### src/rtl/mem_access_unit.sv
// MEM-stage bus sequencer: issues one lane-aligned load/store per instruction
// on a valid/ready request channel, waits for the memory response, and returns
// the extended load result (or a misaligned / bus-timeout flag) with done.
module mem_access_unit #(
  parameter int TIMEOUT_CYCLES = 64,
  parameter int ADDR_W         = 32
) (
  input  logic              clk,
  input  logic              rst,
  input  logic              mem_valid,
  input  logic              is_store,
  input  logic [2:0]        funct3,
  input  logic [ADDR_W-1:0] addr,
  input  logic [31:0]       wdata,
  input  logic [3:0]        strobe,
  output logic              stall,
  output logic              done,
  output logic [31:0]       load_data,
  output logic              misaligned,
  output logic              bus_err,
  output logic              req_valid,
  input  logic              req_ready,
  output logic [ADDR_W-1:0] req_addr,
  output logic              req_we,
  output logic [3:0]        req_wstrb,
  output logic [31:0]       req_wdata,
  input  logic              resp_valid,
  input  logic [31:0]       resp_rdata
);

  localparam logic [1:0] S_IDLE = 2'd0;
  localparam logic [1:0] S_REQ  = 2'd1;
  localparam logic [1:0] S_RESP = 2'd2;
  localparam logic [1:0] S_DONE = 2'd3;

  localparam bit          TO_EN   = (TIMEOUT_CYCLES != 0);
  localparam logic [31:0] TO_LAST = 32'(TIMEOUT_CYCLES - 1);

  logic [1:0]        state;
  logic [ADDR_W-1:0] addr_q;
  logic [2:0]        f3_q;
  logic              st_q;
  logic [31:0]       wdata_q;
  logic [3:0]        strb_q;
  logic [31:0]       cnt;
  logic              timeout;
  logic [31:0]       shifted;
  logic [31:0]       ext;

  // Counter reaching its last allowed cycle ends the access with bus_err.
  // The >= keeps a late handshake in the final REQ cycle from escaping.
  assign timeout = TO_EN && (cnt >= TO_LAST);

  assign stall     = mem_valid & ~done;
  assign done      = (state == S_DONE);
  assign req_valid = (state == S_REQ);
  assign req_we    = req_valid & st_q;
  assign req_addr  = {addr_q[ADDR_W-1:2], 2'b00};
  assign req_wstrb = strb_q;
  assign req_wdata = wdata_q;

  // Pull the addressed lanes down to bit 0 and extend per funct3.
  always_comb begin
    shifted = resp_rdata >> {addr_q[1:0], 3'b000};
    ext     = shifted;
    case (f3_q)
      3'b000:  ext = {{24{shifted[7]}}, shifted[7:0]};
      3'b100:  ext = {24'd0, shifted[7:0]};
      3'b001:  ext = {{16{shifted[15]}}, shifted[15:0]};
      3'b101:  ext = {16'd0, shifted[15:0]};
      default: ext = shifted;
    endcase
  end

  // Sequencer: accept, request, wait for response/ack, one-cycle done.
  always_ff @(posedge clk) begin
    if (rst) begin
      state      <= S_IDLE;
      addr_q     <= '0;
      f3_q       <= '0;
      st_q       <= 1'b0;
      wdata_q    <= '0;
      strb_q     <= '0;
      cnt        <= '0;
      load_data  <= '0;
      misaligned <= 1'b0;
      bus_err    <= 1'b0;
    end else begin
      case (state)
        S_IDLE: begin
          if (mem_valid) begin
            addr_q  <= addr;
            f3_q    <= funct3;
            st_q    <= is_store;
            wdata_q <= wdata;
            strb_q  <= strobe;
            cnt     <= '0;
            if (strobe == 4'd0) begin
              misaligned <= 1'b1;
              state      <= S_DONE;
            end else begin
              state <= S_REQ;
            end
          end
        end
        S_REQ: begin
          if (TO_EN) cnt <= cnt + 32'd1;
          if (req_ready) begin
            state <= S_RESP;
          end else if (timeout) begin
            bus_err <= 1'b1;
            state   <= S_DONE;
          end
        end
        S_RESP: begin
          if (TO_EN) cnt <= cnt + 32'd1;
          if (resp_valid) begin
            load_data <= st_q ? 32'd0 : ext;
            state     <= S_DONE;
          end else if (timeout) begin
            bus_err <= 1'b1;
            state   <= S_DONE;
          end
        end
        default: begin
          load_data  <= '0;
          misaligned <= 1'b0;
          bus_err    <= 1'b0;
          state      <= S_IDLE;
        end
      endcase
    end
  end

endmodule

### config.mk
export PLATFORM = sky130hd
export DESIGN_NAME = mem_access_unit
export DESIGN_NICKNAME = d
export VERILOG_FILES = /design/src/rtl/mem_access_unit.sv
export SDC_FILE = /design/constraint.sdc
export NUM_CORES = 1
export LEC_CHECK = 0
export ABC_AREA = 1
export ABC_CLOCK_PERIOD_IN_PS = 3500
export CAP_MARGIN = 25
export CORE_MARGIN = 10
export CORE_UTILIZATION = 35
export DETAILED_ROUTE_END_ITERATION = 10
export DONT_BUFFER_PORTS = 1
export SYNTH_ARGS = -nofsm -noshare
export SYNTH_HDL_FRONTEND = slang
export SYNTH_SLANG_ARGS = --single-unit
### constraint.sdc
create_clock -name clk -period 3.5 [get_ports clk]
set_input_delay 0.525 -clock clk [delete_from_list [all_inputs] [get_ports clk]]
set_output_delay 0.525 -clock clk [all_outputs]
set_load 0.01 [all_outputs]
== Word-level counts from Yosys, hierarchy flattened ==
Cells that the tools add are included.
Word-level totals
  register bits: 140
Operators by class
  bitwise gates (word level): 6
  equality and inequality tests: 11
  reduce and logical (&&, ||, !) cells: 11
  shift operators: 1
  add/sub/neg operators: 1
  mux-type cells: 19
  $lt $le $gt $ge: 1
Operators by type and width (count)
  32-bit case mux with 2 select lines: 2
  32-bit case mux with 4 select lines: 1
  32-bit 2-to-1 mux: 3
  32-bit by 1-bit adder with 32-bit output (second input constant): 1
  32-bit by 6-bit greater-or-equal comparator with 1-bit output (second input constant): 1
  32-bit by 5-bit >> shifter with 32-bit output: 1
  2-bit 2-to-1 mux: 5
  2-bit != test (second input constant): 5
  3-bit == test (second input constant): 2
  2-bit case mux with 3 select lines: 1
  2-bit AND reduction: 3
  3-bit AND reduction: 2
  1-bit 2-to-1 mux: 5
  2-bit == test (second input constant): 2
  4-bit logical NOT: 1
  1-bit NOT: 4
  2-bit OR reduction: 2
  3-bit by 1-bit == test with 1-bit output (second input constant): 1
  3-bit logical NOT: 1
  1-bit case mux with 3 select lines: 1
  1-bit AND: 2
  2-bit by 1-bit == test with 1-bit output (second input constant): 1
  2-bit logical NOT: 1
  1-bit case mux with 2 select lines: 1
  2-bit nonzero test: 1

== Longest topological paths before layout ==
Gate-level depths: netlist of the first run.
  depth after elaboration: 5
  depth in mapped cells: 13

== Worst setup path after synthesis of the first run ==
Ideal clock, no wire load.
  path type: reg2reg
  from: register state[0]
  to: register cnt[18]
  data required time: 3381 ps
  arrival time: 1586 ps
  stages on the path, launching flop included: 11
  slack: 1795 ps
  library setup time: 119 ps
  cells stage by stage: dfxtp_1 -> inv_1 -> ha_1 -> nand2_2 -> nand2_4 -> inv_2 -> nand3_2 -> nor2_1 -> nand3_1 -> o21ai_0 -> a21oi_1
On the way
  word-level cells in the longest chain between the ends: 4
  elaborated cells on any way between the ends: 8
Ends and longest elaborated chain
  from (decl): RTL line 39  | logic [1:0] state;
  from (signal assigned): RTL line 78  | state <= S_IDLE;
  from (signal assigned): RTL line 100  | state <= S_DONE;
  from (signal assigned): RTL line 102  | state <= S_REQ;
  2-bit by 1-bit == test with 1-bit output or 2-bit == test (tied branches): RTL line 89  | case (state)
  2-bit OR reduction (no source line)
  2-bit nonzero test (no source line)
  2-bit AND reduction (no source line)
  to (signal assigned): RTL line 107  | if (TO_EN) cnt <= cnt + 32'd1;
  to (signal assigned): RTL line 116  | if (TO_EN) cnt <= cnt + 32'd1;
  to (decl): RTL line 45  | logic [31:0] cnt;
Several ways; a longest one is shown, not always the timed one.
A chain may end at the register's enable or synchronous reset.

== Final worst setup path of the first run ==
  from: register state[1]
  to: register load_data[10]
On the way
  word-level cells in the longest chain between the ends: 4
  elaborated cells on any way between the ends: 8
Ends and longest elaborated chain
  2-bit by 1-bit == test with 1-bit output *
  named net req_valid: RTL line 21  | output logic req_valid,
  2-bit OR reduction (no source line) *
  1-bit NOT (no source line)
  2-bit AND reduction (no source line)
  to (signal assigned): RTL line 118  | load_data <= st_q ? 32'd0 : ext;
  to (decl): RTL line 18  | output logic [31:0] load_data,
The timed path passes the listed nets; every way through them passes the cells marked *.

==> results of run 1 <==
[worst max-delay path: stages, from the launching register on]
cell,delay [ns]
dfxtp_1,0.36
inv_1,0.10
ha_1,0.30
inv_1,0.11
nand3_1,0.75
clkinv_1,0.53
nand2_1,0.20
a21oi_1,0.07
[kinds of logic after synthesis]
group,share of synthesized area (%)
AOI/OAI and AO/OA,16.5
adders and majority gates,1.13
and+or+nand+nor,29.9
xor gates and xnor gates,0.131
DFF,42.0
other,0.0562
buffers and inverters,10.3
[flip-flops by register name, indices dropped and copies added (netlist names)]
| register | flops |
|---|---|
| req_wdata | 32 |
| st_q | 1 |
| load_data | 32 |
| addr_q | 32 |
| bus_err | 1 |
| cnt | 32 |
| req_wstrb | 4 |
| f3_q | 3 |
| state | 2 |
| misaligned | 1 |
[worst paths after layout]
path / startpoint / endpoint / slack, ns / depth (start not counted)
worst min register to register: f3_q[2] / f3_q[2] / 0.48 / 2
worst max-delay path: state[1] / load_data[10] / 0.96 / 7
worst max register to register: state[1] / load_data[10] / 0.96 / 7
worst min-delay path: rst / cnt[31] / 0.17 / 1
[area by class of cell]
class	count	area (µm²)	share of cell area [%]
inverters	53	199	2.80
flip-flops and latches	140	2800	39.5
clock buffers	17	425	5.99
repair buffers	8	60.1	0.846
well taps	234	293	4.13
multi-input cells	692	3190	45.0
diodes	1	2.50	0.0353
clock inverters	14	124	1.75
[power breakdown]
part | internal [mW] | leakage [nW] | switching [mW]
Sequential | 1.75 | 1.15 | 0.199
Clock | 0.928 | 0.262 | 0.767
Combinational | 0.236 | 1.36 | 0.541
Total | 2.91 | 2.77 | 1.51
[cell usage after synthesis, drive strengths merged, types with 7 or more instances]
cell type	instances
a21oi	89
a31oi	8
buf	49
clkbuf	31
dfxtp	140
inv	50
nand2	189
nand3	37
nand4	11
nor2	226
nor3	8
o21ai	93
o31ai	7
[metal layers]
layer / vias to the layer above / share of wire [%] / global-route usage [%]
li1: 2995 / - / -
met1: 2559 / 41 / 17.4
met2: 203 / 44 / 22.7
met3: 21 / 13 / 9.96
met4: 6 / 1.3 / 4.63
met5: - / 0.17 / 0
==> results.yml, run 1 <==
run_status:
  status: "finished clean"
logic_synthesis:
  synth_ff_type: "dfxtp_1"
  synth-edff-count: 0
  synth_seq_cells: 140
  ys_seq_area_share_pct: 42.0
  synthArstFlopShare_pct: 0
  syn_area_mm2: 0.00667
  synth_area_leaders: "dfxtp_1, nor2_1, nand2_1"
  yosys.cell_types.count: 42
  yosysTopAreaCellShare_pct: 42.0
  postSynthAreaPerCell_um2: 6.92
  ys_warn_count: 0
  synth_largest_area_cell: "dfxtp_1"
  syn_inst: 964
worst_setup_path:
  worst_setup_path_end_kind: "register"
  crit_required_ns: 3.82
  path_class: "reg -> reg"
  startpoint_type: "register"
  crit_fanout: 24
  worst_ep_arrival_time_ns: 2.85
routing:
  drtAntennaViolNets: 0
  wire_per_inst_um: 16.9
  via_per_inst: 4.99
  first_pass_iters: 5
  num_vias: 5784
  drc: 0
  drt_iter0_drc: 327
  wl_um: 19600
layout:
  finish.utilization_pct: 37.9
  syn2layout_area_growth_pct: 6.36
  mostFrequentLayoutCells: "nor2_1, nand2_1, dfxtp_1, o21ai_0, a21oi_1"
  fill_cells: 1964
  mostFrequentLayoutCell: "nor2_1"
  final_area_mm2: 0.00710
  instances_no_fill: 1159
  fin_nets: 1027
  drive_above_1_share_pct: 6.71
clock_network:
  cts_made_buffers: 17
  clock_path_buffers: 2
  clk_latency_ns: 0.42
  cts_resized: 0
  clk_pin_slew_ns: 0.07
  clock-sinks: 140
  ctsHoldBuffers: 0
  htree_levels: 4
  cts-root-buf: "clkbuf_16"
  cts_tree: "built"
  postCtsSetupBuffers: 0
grt:
  grt_pass1_wl_um: 29800
  gr-total-overflow: 0
  track_usage_pct: 15.2
  grt_pass1_vias: 5350
  antenna_found_initial: 5
  grt_max_degree: 76
placed_design:
  place_area_mm2: 0.00655
  numPortBuffers: 0
  pre_cts_ws_ns: 0.980
  dp_hpwl_um: 14700
  gp_congestion: 0.840
  place_inst: 1127
floorplanning:
  die_h_um: 158
  dieArea_mm2: 0.0250
  die_w_um: 158
  initial_core_util_pct: 35.7
  io_pins: 215
  core_mm2: 0.0187
  num_rows: 50
pwr:
  p_leak_nw: 2.77
  ir_drop_v: 0.000360
  powerDensity_mw_per_mm2: 623
  power_mw: 4.42
job:
  maxCapViolations: 0
timing:
  min_period_ns: 2.54
  setup-tns-final_ns: 0
  hold_viol_final: 0
  min_period_over_period_pct: 72.5
  worst_slew_pin_slew_ns: 0.999
  slew_headroom_pct: 33.2
  drv_slew: 0
  holdWs_ns: 0.170
  max_freq_mhz: 394
  grt_setup_unrepaired: "no"
  clock_skew_ns: 0.00918
  final-setup-viol-count: 0
  layout_setup_ws_ns: 0.962
worst_hold_path:
  hp-class: "in -> reg"
Note: power is estimated with default switching activity, not from simulation.
==> inputs of run 2 (changes only) <==
- ABC_CLOCK_PERIOD_IN_PS: 3500 -> 2100
- clock period: 3.5 -> 2.1 ns (I/O delays scaled with it)
==> run 2 against run 1 <==
Against the previous run: largest power group unchanged; non-clock buffer count grew 10; worst setup slack worse by 0.76 ns; critical path depth is 2 higher; sequential power grew 66%; global-route usage rose by 0.32 points; flip-flop and latch count unchanged; clock power rose by 73%; first-iteration DRC count rose by 0.31%; largest cell class unchanged; clock skew grew 0.0016 ns; die area did not move; cell count is 1.1% higher; clock-buffer cell count is the same; highest routed layer unchanged.
==> results.yml, run 2 (same netlist as run 1, synthesis figures left out) <==
worst_setup_path:
  crit_slowest_cell: "dfxtp_1"
  crit_fanout: 24
  reg2reg_from: "state[0]"
  startpoint_type: "register"
  r2r_slack_ns: 0.20
  max_stage_delay_ns: 0.41
  worst_ep_arrival_time_ns: 2.20
  crit_required_ns: 2.40
  worstReg2RegEnd: "load_data[10]"
  worst_setup_path_end_kind: "register"
  crit_chain: "inv_1 > ha_1 > inv_1 > nor2_1 > nand3_1 > buf_4 > clkinv_1 > nand2_1 > a21oi_1"
  crit_top_cell: "inv_1"
  r2r_cells: 9
  path_class: "reg -> reg"
floorplanning:
  core_mm2: 0.0187
  num_rows: 50
  die_h_um: 158
  io_pins: 215
  die_w_um: 158
  initial_core_util_pct: 35.7
  dieArea_mm2: 0.0250
routing:
  drtAntennaViolNets: 0
  wire_per_inst_um: 16.9
  drc: 0
  first_pass_iters: 5
  num_vias: 5781
  drt_iter0_drc: 328
  via_per_inst: 4.93
  wl_um: 19900
grt:
  grt_use_met2_pct: 23.8
  busiest_layer: "met2"
  grt_pass1_vias: 5462
  gr-total-overflow: 0
  track_usage_pct: 15.6
  antenna_found_initial: 8
  grt_pass1_wl_um: 30600
  met3_usage_pct: 9.36
  grt_use_met1_pct: 17.9
  grt_max_degree: 73
worst_hold_path:
  min_from: "wdata[7]"
  min_to: "req_wdata[7]"
  min_path_cells: 2
  hp-class: "in -> reg"
placed_design:
  dp_hpwl_um: 15000
  numPortBuffers: 0
  place_inst: 1136
  gp_congestion: 0.895
  pre_cts_ws_ns: 0.125
clock_network:
  clock_path_buffers: 2
  cts_made_buffers: 17
  clk_pin_slew_ns: 0.07
  clk_latency_ns: 0.43
  postCtsSetupBuffers: 0
  cts_tree: "built"
  htree_levels: 4
  clock-sinks: 140
  cts-root-buf: "clkbuf_16"
layout:
  regArea_mm2: 0.00280
  fill_cells: 1969
  mostFrequentLayoutCell: "nor2_1"
  drive_above_1_share_pct: 8.24
  multiInputGateArea_mm2: 0.00320
  mostFrequentLayoutCells: "nor2_1, nand2_1, dfxtp_1, o21ai_0, a21oi_1"
  syn2layout_area_growth_pct: 8.49
  instances_no_fill: 1172
  fin_nets: 1037
job:
  maxCapViolations: 0
pwr:
  power_mw: 7.54
  p_leak_nw: 2.85
  powerDensity_mw_per_mm2: 1040
  ir_drop_v: 0.000582
run_status:
  status: "finished clean"
timing:
  min_period_ns: 1.90
  worst_slew_pin_slew_ns: 0.501
  min_period_over_period_pct: 90.3
  clock_skew_ns: 0.0108
  layout_setup_ws_ns: 0.203
  final-setup-viol-count: 0
  drv_slew: 0
  hold_viol_final: 0
  slew_headroom_pct: 66.6
  max_freq_mhz: 527
  grt_setup_unrepaired: "no"
  setup-tns-final_ns: 0
==> run 2: layer usage <==
metal	vias up	wire length (µm)
met3	29	2490
li1	3014	-
met5	-	84
met2	207	8970
met4	10	257
met1	2521	8060
==> run 2: power breakdown <==
part / leakage (nW) / internal [mW] / switching, mW
registers: 1.15 / 2.91 / 0.321
logic: 1.43 / 0.443 / 0.937
clock network: 0.282 / 1.58 / 1.35
total: 2.85 / 4.94 / 2.61
==> run 2: stage by stage <==
step / cell area, µm² / hold slack (ns) / utilization (%)
2_1_floorplan: 6680 / 0.445 / -
3_3_place_gp: 6630 / 0.406 / 35.4
3_5_place_dp: 6630 / 0.407 / 35.4
4_1_cts: 7220 / 0.0394 / 38.6
5_1_grt: 7230 / 0.0512 / 38.7
6_report: 7240 / 0.0527 / 38.7
==> run 2: final cells by class <==
class                      count  area share [%]
clock buffer                  17            5.88
sequential                   140            38.7
inverter                      53            2.75
clock inverter                15            2.02
multi-input combinational    692            44.3
timing repair buffer          18            2.21
tap                          234            4.04
antenna                        3           0.104
==> run 2: timing repair <==
item	in CTS	in global routing
hold buffers	1	0
hold endpoints to repair	38	0
resized for setup	0	6
endpoints found under the setup margin	0	8
==> run 2: worst max path at each step <==
stage,start,end,cells after the start
floorplan,state[0],cnt[18],10
CTS,state[0],cnt[29],10
global placement,state[0],cnt[18],10
finish,state[0],load_data[10],9
detailed placement,state[0],cnt[29],10
global route,state[0],cnt[18],10
==> run 2: critical path: cells and delay by family (launching register included) <==
family          cells  cell delay [ns]
compound gates      1             0.07
fa+ha+maj           1             0.23
buf+inv             4             0.79
flops               1             0.41
simple gates        3             0.28
